$ cat src/rtl/cpu_pkg.sv
// Shared definitions for the 6502 status-register slice: flag bit positions,
// the reset value of P, and the bundles used for flag control and storage.
package cpu_pkg;

    // Bit positions of the flags inside P (N V - B D I Z C)
    localparam int FLAG_C = 0;
    localparam int FLAG_Z = 1;
    localparam int FLAG_I = 2;
    localparam int FLAG_D = 3;
    localparam int FLAG_B = 4;
    localparam int FLAG_U = 5;
    localparam int FLAG_V = 6;
    localparam int FLAG_N = 7;

    // P after reset: I=1, bit5=1, B=1, everything else 0
    localparam logic [7:0] P_RESET_DEFAULT = 8'h34;

    // Per-edge flag strobes coming from the decoder
    typedef struct packed {
        logic load_p_db;
        logic i_now;
        logic upd_nz;
        logic upd_c;
        logic upd_v;
        logic bit_nv;
        logic set_c;
        logic clr_c;
        logic set_i;
        logic clr_i;
        logic set_d;
        logic clr_d;
        logic clr_v;
    } flag_ctrl_t;

    // The six flags that are physically stored (B and bit5 exist only on push)
    typedef struct packed {
        logic n;
        logic v;
        logic d;
        logic i;
        logic z;
        logic c;
    } flags_t;

endpackage

$ cat src/rtl/alu_hold_reg.sv
// Adder hold register: captures the ALU result when ld is asserted and
// presents it to the SB/ADL drivers one cycle later.
module alu_hold_reg (
    input  logic       clk,
    input  logic       nrst,
    input  logic       ld,
    input  logic [7:0] d,
    output logic [7:0] q
);

    logic [7:0] hold_d;
    logic [7:0] hold_q;

    // Next value: load the new ALU result or keep the current one
    always_comb begin
        hold_d = hold_q;
        if (ld) hold_d = d;
    end

    // Hold register state, cleared by reset
    always_ff @(posedge clk or negedge nrst) begin
        // NOTE: state flops use <= so every flop samples pre-edge values; = here would create order-dependent races between blocks.
        if (!nrst) hold_q <= 8'h00;
        else       hold_q <= hold_d;
    end

    assign q = hold_q;

endmodule

$ cat src/rtl/status_register.sv
// 6502 processor status register P plus the adder hold register.
// Flags are updated from ALU carry/overflow, data-bus N/Z, explicit set/clear
// strobes and PLP/RTI loads. A shadow copy of I (i_eff) delays mask changes
// to the next instruction boundary, except for RTI which applies at once.
module status_register
    import cpu_pkg::*;
#(
    parameter logic [7:0] P_RESET = P_RESET_DEFAULT
) (
    input  logic       clk,
    input  logic       nrst,
    input  logic [7:0] alu_out,
    input  logic       alu_carry,
    input  logic       alu_overflow,
    input  logic       ld_hold,
    output logic [7:0] hold_out,
    input  logic [7:0] db_in,
    input  logic       load_p_db,
    input  logic       i_now,
    input  logic       upd_nz,
    input  logic       upd_c,
    input  logic       upd_v,
    input  logic       bit_nv,
    input  logic       set_c,
    input  logic       clr_c,
    input  logic       set_i,
    input  logic       clr_i,
    input  logic       set_d,
    input  logic       clr_d,
    input  logic       clr_v,
    input  logic       instr_sync,
    input  logic       brk_push,
    output logic [7:0] p_out,
    output logic       carry_to_alu,
    output logic       dec_to_alu,
    output logic       irq_mask
);

    localparam flags_t FLAGS_RESET = '{
        n: P_RESET[FLAG_N], v: P_RESET[FLAG_V], d: P_RESET[FLAG_D],
        i: P_RESET[FLAG_I], z: P_RESET[FLAG_Z], c: P_RESET[FLAG_C]
    };

    flag_ctrl_t ctrl;
    flags_t     flags_d, flags_q;
    logic       i_eff_d, i_eff_q;

    assign ctrl = '{
        load_p_db: load_p_db, i_now: i_now, upd_nz: upd_nz, upd_c: upd_c,
        upd_v: upd_v, bit_nv: bit_nv, set_c: set_c, clr_c: clr_c,
        set_i: set_i, clr_i: clr_i, set_d: set_d, clr_d: clr_d, clr_v: clr_v
    };

    alu_hold_reg u_hold (
        .clk  (clk),
        .nrst (nrst),
        .ld   (ld_hold),
        .d    (alu_out),
        .q    (hold_out)
    );

    // Per-flag next state; load beats clear beats set beats BIT beats ALU/bus updates
    always_comb begin
        // NOTE: start from the held value so every path assigns flags_d; a missing default would infer a latch.
        flags_d = flags_q;

        if (ctrl.load_p_db || ctrl.bit_nv || ctrl.upd_nz) flags_d.n = db_in[FLAG_N];

        if      (ctrl.load_p_db) flags_d.v = db_in[FLAG_V];
        else if (ctrl.clr_v)     flags_d.v = 1'b0;
        else if (ctrl.bit_nv)    flags_d.v = db_in[FLAG_V];
        else if (ctrl.upd_v)     flags_d.v = alu_overflow;

        if      (ctrl.load_p_db) flags_d.d = db_in[FLAG_D];
        else if (ctrl.clr_d)     flags_d.d = 1'b0;
        else if (ctrl.set_d)     flags_d.d = 1'b1;

        if      (ctrl.load_p_db) flags_d.i = db_in[FLAG_I];
        else if (ctrl.clr_i)     flags_d.i = 1'b0;
        else if (ctrl.set_i)     flags_d.i = 1'b1;

        if      (ctrl.load_p_db) flags_d.z = db_in[FLAG_Z];
        else if (ctrl.upd_nz)    flags_d.z = (db_in == 8'h00);

        if      (ctrl.load_p_db) flags_d.c = db_in[FLAG_C];
        else if (ctrl.clr_c)     flags_d.c = 1'b0;
        else if (ctrl.set_c)     flags_d.c = 1'b1;
        else if (ctrl.upd_c)     flags_d.c = alu_carry;
    end

    // Shadow I: RTI applies immediately, otherwise the new I is adopted at the instruction boundary
    always_comb begin
        i_eff_d = i_eff_q;
        if (ctrl.load_p_db && ctrl.i_now) i_eff_d = db_in[FLAG_I];
        else if (instr_sync)              i_eff_d = flags_d.i;
    end

    // Flag and shadow-mask registers
    always_ff @(posedge clk or negedge nrst) begin
        if (!nrst) begin
            flags_q <= FLAGS_RESET;
            i_eff_q <= 1'b1;
        end else begin
            flags_q <= flags_d;
            i_eff_q <= i_eff_d;
        end
    end

    // Push image of P: bit5 always reads 1, B reflects the kind of push
    always_comb begin
        p_out         = 8'h00;
        p_out[FLAG_N] = flags_q.n;
        p_out[FLAG_V] = flags_q.v;
        p_out[FLAG_U] = 1'b1;
        p_out[FLAG_B] = brk_push;
        p_out[FLAG_D] = flags_q.d;
        p_out[FLAG_I] = flags_q.i;
        p_out[FLAG_Z] = flags_q.z;
        p_out[FLAG_C] = flags_q.c;
    end

    assign carry_to_alu = flags_q.c;
    assign dec_to_alu   = flags_q.d;
    assign irq_mask     = i_eff_q;

endmodule
$ cat config.mk
export PLATFORM = sky130hd
export DESIGN_NAME = status_register
export DESIGN_NICKNAME = d
export VERILOG_FILES = /design/src/rtl/cpu_pkg.sv /design/src/rtl/alu_hold_reg.sv /design/src/rtl/status_register.sv
export SDC_FILE = /design/constraint.sdc
export NUM_CORES = 1
export LEC_CHECK = 0
export BUFFER_PORTS_ARGS = -buffer_cell sky130_fd_sc_hd__buf_2
export CAP_MARGIN = 30
export CORE_MARGIN = 2
export CORE_UTILIZATION = 33
export CTS_CLUSTER_DIAMETER = 60
export CTS_CLUSTER_SIZE = 25
export DETAILED_ROUTE_END_ITERATION = 16
export HOLD_SLACK_MARGIN = 0.12
export PLACE_DENSITY = 0.73
export SYNTH_ARGS = -nofsm -noshare
export SYNTH_HDL_FRONTEND = slang
export SYNTH_SLANG_ARGS = --single-unit
$ cat constraint.sdc
create_clock -name clk -period 0.9 [get_ports clk]
set_input_delay 0.09 -clock clk [delete_from_list [all_inputs] [get_ports clk]]
set_output_delay 0.09 -clock clk [all_outputs]
set_load 0.05 [all_outputs]
== Word-level counts from Yosys, hierarchy flattened ==
Index checks and enable logic that the tools add are counted.

* $add $sub $neg: 0
* Multipliers: 0
* Divide/modulo/power cells: 0
* $lt $le $gt $ge: 0
* Equality and inequality tests: 0
* Shifts and indexed selects: 0
* Multiplexer cells: 18
* Bitwise logic cells: 0
* Reduce and logical (&&, ||, !) cells: 9

{| class="wikitable"
|+ Operators by type and width
! kind !! count
|-
| 1-bit 2-to-1 mux || 18
|-
| 8-bit zero test || 1
|-
| 4-bit nonzero test || 2
|-
| 2-bit nonzero test || 2
|-
| 3-bit nonzero test || 1
|-
| 1-bit logical OR || 2
|-
| 1-bit logical AND || 1
|}

* Register bits: 15
* Bits in latches: 0
* RAM bits: 0
* Memory bits (read-only): 0
* Bits of input ports: 36
* Output and inout bits: 19
* Logic and storage cells: 35
* Memories: 0

== Depth between registers and ports, before layout ==
Gate-level depths: netlist of the first run.

* Depth after elaboration: 5
* Depth in mapped cells: 4
* Gate-level depth less buffers: 3

== Cells and area by module ==
A second synthesis of the first run with hierarchy kept.

* Cell total of the unflattened synthesis: 54
* Area total of the unflattened synthesis: 708.2 um2

{| class="wikitable"
|+ By module, submodules not included
! module !! times used !! cells an instance !! area an instance (um2) !! seq. area each (um2)
|-
| status_register || 1 || 37 || 376.6 || 177.7
|-
| alu_hold_reg || 1 || 17 || 331.6 || 200.2
|}

== Worst setup path before layout of the first run ==
No wires, ideal clock.

* Kind: flip-flop to flip-flop
* From: register flags_q (netlist bit p_out[2])
* To: register i_eff_q (netlist: irq_mask)
* Library setup time: 61 ps
* Data arrival time: 1110 ps
* Data required time: 839 ps
* Slack: -272 ps
* Cell stages (with the launch flop): 4
* Path buffers: 0
* Period minus slack after synthesis: 1172 ps
* Cell sequence: dfstp_2 -> nor2_1 -> o31ai_1 -> mux2_1

{| class="wikitable"
|+ RTL lines
! what !! line !! source
|-
| start, declared || status_register.sv:45 || <nowiki>flags_t flags_d, flags_q;</nowiki>
|-
| start signal, assigned || status_register.sv:104 || <nowiki>flags_q <= flags_d;</nowiki>
|-
| end signal, assigned || status_register.sv:105 || <nowiki>i_eff_q <= i_eff_d;</nowiki>
|-
| end, declared || status_register.sv:46 || <nowiki>logic i_eff_d, i_eff_q;</nowiki>
|}

== Worst setup path in the final report of the first run ==
* From: register flags_q (netlist bit p_out[2])
* To: output p_out[2]

{| class="wikitable"
|+ RTL lines
! what !! line !! source
|-
| end, declared || status_register.sv:33 || <nowiki>output logic [7:0] p_out,</nowiki>
|}

No word-level cell between the ends.

==> impl_results.md, run 1 <==
* Post-Syn Area at 672 µm²
* Iteration-0 DRC Markers at 1
* WL final at 1.86 mm
* Total power at 0.00194 W
* Ys async rst share at 1.00
* Max-capacitance violation count at 0
* Antenna Cells at 0
* Arr. time, crit path at 0.98 ns
* Nets at 163
* VDD IR max at 0.000765 V
* RSZ-0062 raised after global routing: yes
* Period minus WS final at 1.07 ns
* CP Data Required Time at 0.81 ns
* Vias in the first global route at 768
* Max incr delay on CP at 0.56 ns
* Drt via density at 4.51
* DRC at 0
* Antenna viol nets, final at 0
* Syn nets at 90
* Commonest non-fill, non-tap cell in the layout: buf_2
* Mean area per synthesized cell at 12.4 µm²
* Top routing layer in use: met3
* Synth cell types at 21
* Pre-CTS setup slack at -0.132 ns
* Setup TNS Final at -1.41 ns
* TritonCTS sink count at 15
* Ys flop type: dfrtp_1
* LEAKAGE at 0.627 nW
* Total number of vias at 690
* Slew Limit Fails at 0
* Chip Width at 49.1 µm
* Post-synth EDFFs at 0
* M1 WL at 684 µm
* Wire length per cell at 12.2 µm
* Hold_buf cts at 17
* Ys Warns at 0
* # setup viols final at 20
* Port Buffers at 51
* Failing checks: setup timing
* Core ar. at 1940 µm²
* 1st-pass router iterations at 2
* CTS Root Cell: clkbuf_4
* Hold_ws at 0.0271 ns
* Clk Latency, worst-skew pair at 0.27 ns
* Worst path top cell family by delay: flip-flops
* Initial Util at 0.346
* Largest net degree at the start of global routing at 16
* Area grow syn2layout at 99.8%
* Met2 wire len at 1.02 mm
* Crit path max fanout at 2
* Crit Path Category: reg -> out
* Critical-path cell list: buf_8
* Final period util at 1.19
* Cells after Synth at 54
* CTS tree: done
* Worst-path clk slew at 0.08 ns
* PwrDens at 1440 nW/µm²
* Register area share after synthesis at 0.562
* Die Area at 2410 µm²
* Die Height at 49.1 µm
* Most frequent cells in the layout: 34 x buf_2, 17 x dlygate4sd3_1, 16 x buf_6
* Critical path launch point type: flip-flop
* Hold Crit Class: in -> reg
* Clock Tree Buf Depth at 2
* Num rows at 16
* Boundary pin count at 55
* CTS buffer count at 3
* Final HPWL from detailed placement at 1.22 mm
* Worst Setup Slack, final at -0.168 ns
* H-Tree Depth at 1
* Final hold viol count at 0
* Initial antenna violation count at 0
* #FFs+latches synth at 15
* Routability Congestion at 0.658
* Share of post-route cells with drive strength above 1 at 0.722
* Outcome: finished with violations
* Worst path buffer plus inverter count at 1
* WL met3 at 158 µm
* Gr usage total at 0.169
* Slowest CP cell: dfstp_2
* Setup crit end kind: primary output
* Global-route wire length before repair at 3.12 mm
* Final Skew at 0.0000120 ns
* Total grt overflow at 0
* Max Fclk at 0.937 GHz
[per-layer routing]
layer / vias to the layer above / GRT usage
li1: 332 / -
met1: 320 / 0.179
met3: 0 / 0.0399
met2: 38 / 0.313
met4: 0 / 0.0714
met5: - / 0
[synth_stat cells, types with 2 or more instances]
| cell | count | share of area |
|---|---|---|
| a21oi_1 | 2 | 0.015 |
| buf_4 | 4 | 0.045 |
| dfrtp_1 | 13 | 0.48 |
| dfstp_2 | 2 | 0.078 |
| mux2_2 | 9 | 0.15 |
| nand2_1 | 3 | 0.017 |
| nor2_1 | 2 | 0.011 |
| nor2b_1 | 3 | 0.028 |
| nor4_1 | 2 | 0.019 |
| o31ai_1 | 3 | 0.034 |
[cell families (layout without fill, tap and decap cells)]
| logic type | count (synthesis) | in the layout | share of synthesized area |
|---|---|---|---|
| DFF | 15 | 15 | 0.562 |
| and+or+nand+nor | 11 | 11 | 0.0819 |
| other | 1 | 1 | 0.00558 |
| AOI/OAI and AO/OA | 9 | 9 | 0.0931 |
| buffers and inverters | 7 | 79 | 0.0745 |
| muxes | 11 | 11 | 0.182 |
[report_power, final]
group / internal, W / switching, W
registers: 0.000754 / 0.0000504
logic: 0.000353 / 0.000406
clock network: 0.000172 / 0.000202
[sequential cells by signal, indices dropped and copies added (netlist names)]
name	flops
carry_to_alu	1
dec_to_alu	1
irq_mask	1
p_out	4
u_hold.q	8
[final cells by class]
| class | count | area, µm² |
|---|---|---|
| Clock buffer | 4 | 26.3 |
| Fill cell | 145 | 599 |
| Inverter | 1 | 3.75 |
| Multi-Input combinational cell | 32 | 289 |
| Sequential cell | 15 | 394 |
| Tap cell | 27 | 33.8 |
| Timing Repair Buffer | 74 | 596 |
[metrics by stage]
| stage | utilization | instance area (µm²) | std cells |
|---|---|---|---|
| final | 0.691 | 1340 | 153 |
| after global routing | 0.691 | 1340 | 153 |
| after CTS | 0.666 | 1290 | 151 |
| after detailed placement | 0.493 | 957 | 129 |
| after global placement | 0.493 | 957 | 129 |
| after floorplan | - | 692 | 54 |
[path summary, 6_finish.rpt]
check	startpoint	endpoint	slack, ns	cells past startpoint
worst max-delay path	p_out[2]	p_out[2]	-0.17	1
worst min-delay path	bit_nv	p_out[6]	0.03	2
worst max register to register	p_out[2]	irq_mask	-0.12	3
worst min register to register	u_hold.q[1]	u_hold.q[1]	0.53	1
max in group asynchronous	nrst	irq_mask	0.37	2
min in group asynchronous	nrst	p_out[1]	0.24	2
[repair_timing]
item	4_1_cts	5_1_grt
setup buffers	1	2
setup endpoints to repair	21	23
gates resized for setup	40	8
hold endpoints to repair	29	2
pin swaps	0	1
cloned	0	0
(Power assumes the default switching activity.)
==> run 2, diff against run 1 <==
CORE_UTILIZATION = 40   (was 33)
PLACE_DENSITY = 0.82   (was 0.73)
SETUP_SLACK_MARGIN = 0.02   (was default)
clock period = 1.37 ns   (was 0.9 ns; I/O delays follow)
==> run 2 against run 1 <==
Effect of this change:
- the flow now finishes without violations
- wire length grew 10%
- sequential power decreased by 37%
- via count is 1.4% higher
- critical path depth unchanged
- combinational power down 47%
- flip-flop and latch count unchanged
- register-to-register slack better by 0.40 ns
- largest power group unchanged
- global-route usage increased by 5.4 points
==> impl_results.md, run 2 (synthesized netlist as in run 1, its figures left out) <==
* Clock power frac at 0.214
* Iteration-0 DRC Markers at 6
* Boundary pin count at 55
* Core ar. at 1540 µm²
* Max Fclk at 0.828 GHz
* CTS buffer count at 3
* FF/Latch Area at 378 µm²
* Post-CTS Setup Inserts at 0
* Slew Limit Fails at 0
* Largest net degree at the start of global routing at 16
* Die Area at 2020 µm²
* Vias in the first global route at 757
* 1st-pass router iterations at 4
* Chip Width at 45.0 µm
* Most frequent cells in the layout: 51 x buf_2, 20 x dlygate4sd3_1, 13 x dfrtp_1
* Final HPWL from detailed placement at 1.16 mm
* Critical path launch point type: flip-flop
* Final Skew at 0.00150 ns
* Antenna Cells at 0
* Commonest non-fill, non-tap cell in the layout: buf_2
* Pint at 0.000744 W
* Total number of vias at 700
* Setup crit end kind: primary output
* Clock Tree Buf Depth at 2
* Clk Latency, worst-skew pair at 0.27 ns
* Max incr delay on CP at 0.54 ns
* TritonCTS sink count at 15
* Fin area at 1130 µm²
* Hold Crit Class: in -> reg
* Share of post-route cells with drive strength above 1 at 0.528
* Area grow syn2layout at 67.8%
* RSZ-0062 raised after global routing: no
* CP Data Required Time at 1.23 ns
* Antenna viol nets, final at 0
* # setup viols final at 0
* Finished Layout Cells at 139
* WL final at 2.06 mm
* DRC at 0
* Worst path buffer plus inverter count at 1
* Multi-input logic area at 244 µm²
* Fillers at 103
* Critical-path cell list: buf_2
* Nets at 160
* Arr. time, crit path at 1.07 ns
* Routability Congestion at 0.720
* Total grt overflow at 0
* Drt via density at 5.04
* Initial Util at 0.436
* Worst-path clk slew at 0.09 ns
* H-Tree Depth at 1
* Final hold viol count at 0
* Num rows at 14
* P_sw at 0.000417 W
* Global-route wire length before repair at 3.22 mm
* Period minus WS final at 1.21 ns
* Slowest CP cell: dfstp_2
* Port Buffers at 51
* Die Height at 45.0 µm
* Wire length per cell at 14.8 µm
* Final period util at 0.881
* Total power at 0.00116 W
* Placed Area at 901 µm²
* Worst path top cell family by delay: flip-flops
* Outcome: finished, final reports clean
* Max FFs per register at 8
* Setup TNS Final at 0 ns
* Net Sw Frac at 0.359
* CTS Root Cell: clkbuf_4
* Gr usage total at 0.223
* Initial antenna violation count at 0
* Crit path max fanout at 2
* VDD IR max at 0.000671 V
* CTS tree: done
* PwrDens at 1030 nW/µm²
* Gate power share at 0.347
* Crit Path Category: reg -> out
* Max-capacitance violation count at 0
* Flop pwr share at 0.440
* Placed cells at 115
* LEAKAGE at 0.565 nW
==> run 2: final cells by class <==
class                   count  share of cell area
repair buffers             71               0.404
inverters                   1             0.00333
well taps                  16              0.0178
multi-input cells          32               0.216
clock buffers               4              0.0233
flip-flops and latches     15               0.335
==> run 2: per-layer routing <==
layer  part of all wire  track usage  wire length (µm)  vias to the layer above
met5                  0            0                 0                        -
met4                  0       0.0529                 0                        0
met3               0.10       0.0440               206                        0
met2               0.51        0.437              1050                       41
met1               0.39        0.239               797                      334
li1                   -            -                 -                      325
==> run 2: final timing paths <==
| path | startpoint | endpoint | slack, ns | cells past startpoint |
|---|---|---|---|---|
| max | p_out[2] | p_out[2] | 0.16 | 1 |
| min | set_i | p_out[2] | 0.15 | 3 |
| max reg2reg | p_out[2] | irq_mask | 0.28 | 3 |
| min reg2reg | p_out[7] | p_out[7] | 0.51 | 1 |
| max in group asynchronous | nrst | irq_mask | 0.76 | 2 |
| min in group asynchronous | nrst | p_out[6] | 0.31 | 2 |
==> run 2: worst reg2reg max path: stages, from the launching register on <==
cell and delay [ns]:
dfstp_2 0.54, nor2_1 0.04, o31ai_1 0.27, mux2_1 0.18
==> run 2: through the flow <==
step	hold WS [ns]	setup WS (ns)	util
6_report	0.147	0.162	0.731
5_1_grt	0.171	0.124	0.731
4_1_cts	0.133	0.155	0.731
3_5_place_dp	0.0607	0.324	0.584
3_3_place_gp	0.0539	0.368	0.584
2_1_floorplan	-0.159	0.198	-
==> run 2: what timing repair did <==
| action | CTS | global route |
|---|---|---|
| hold endpoints to repair | 29 | 0 |
| resized for setup | 0 | 0 |
| hold buffers | 20 | 0 |
==> run 2: power by group through the flow <==
stage	clock network (W)	logic [W]	registers [W]
after floorplan	0	0.000104	0.000669
after global placement	0	0.000347	0.000515
after detailed placement	0	0.000352	0.000517
after CTS	0.000259	0.000396	0.000509
after global routing	0.000279	0.000423	0.000516
final	0.000248	0.000402	0.000511
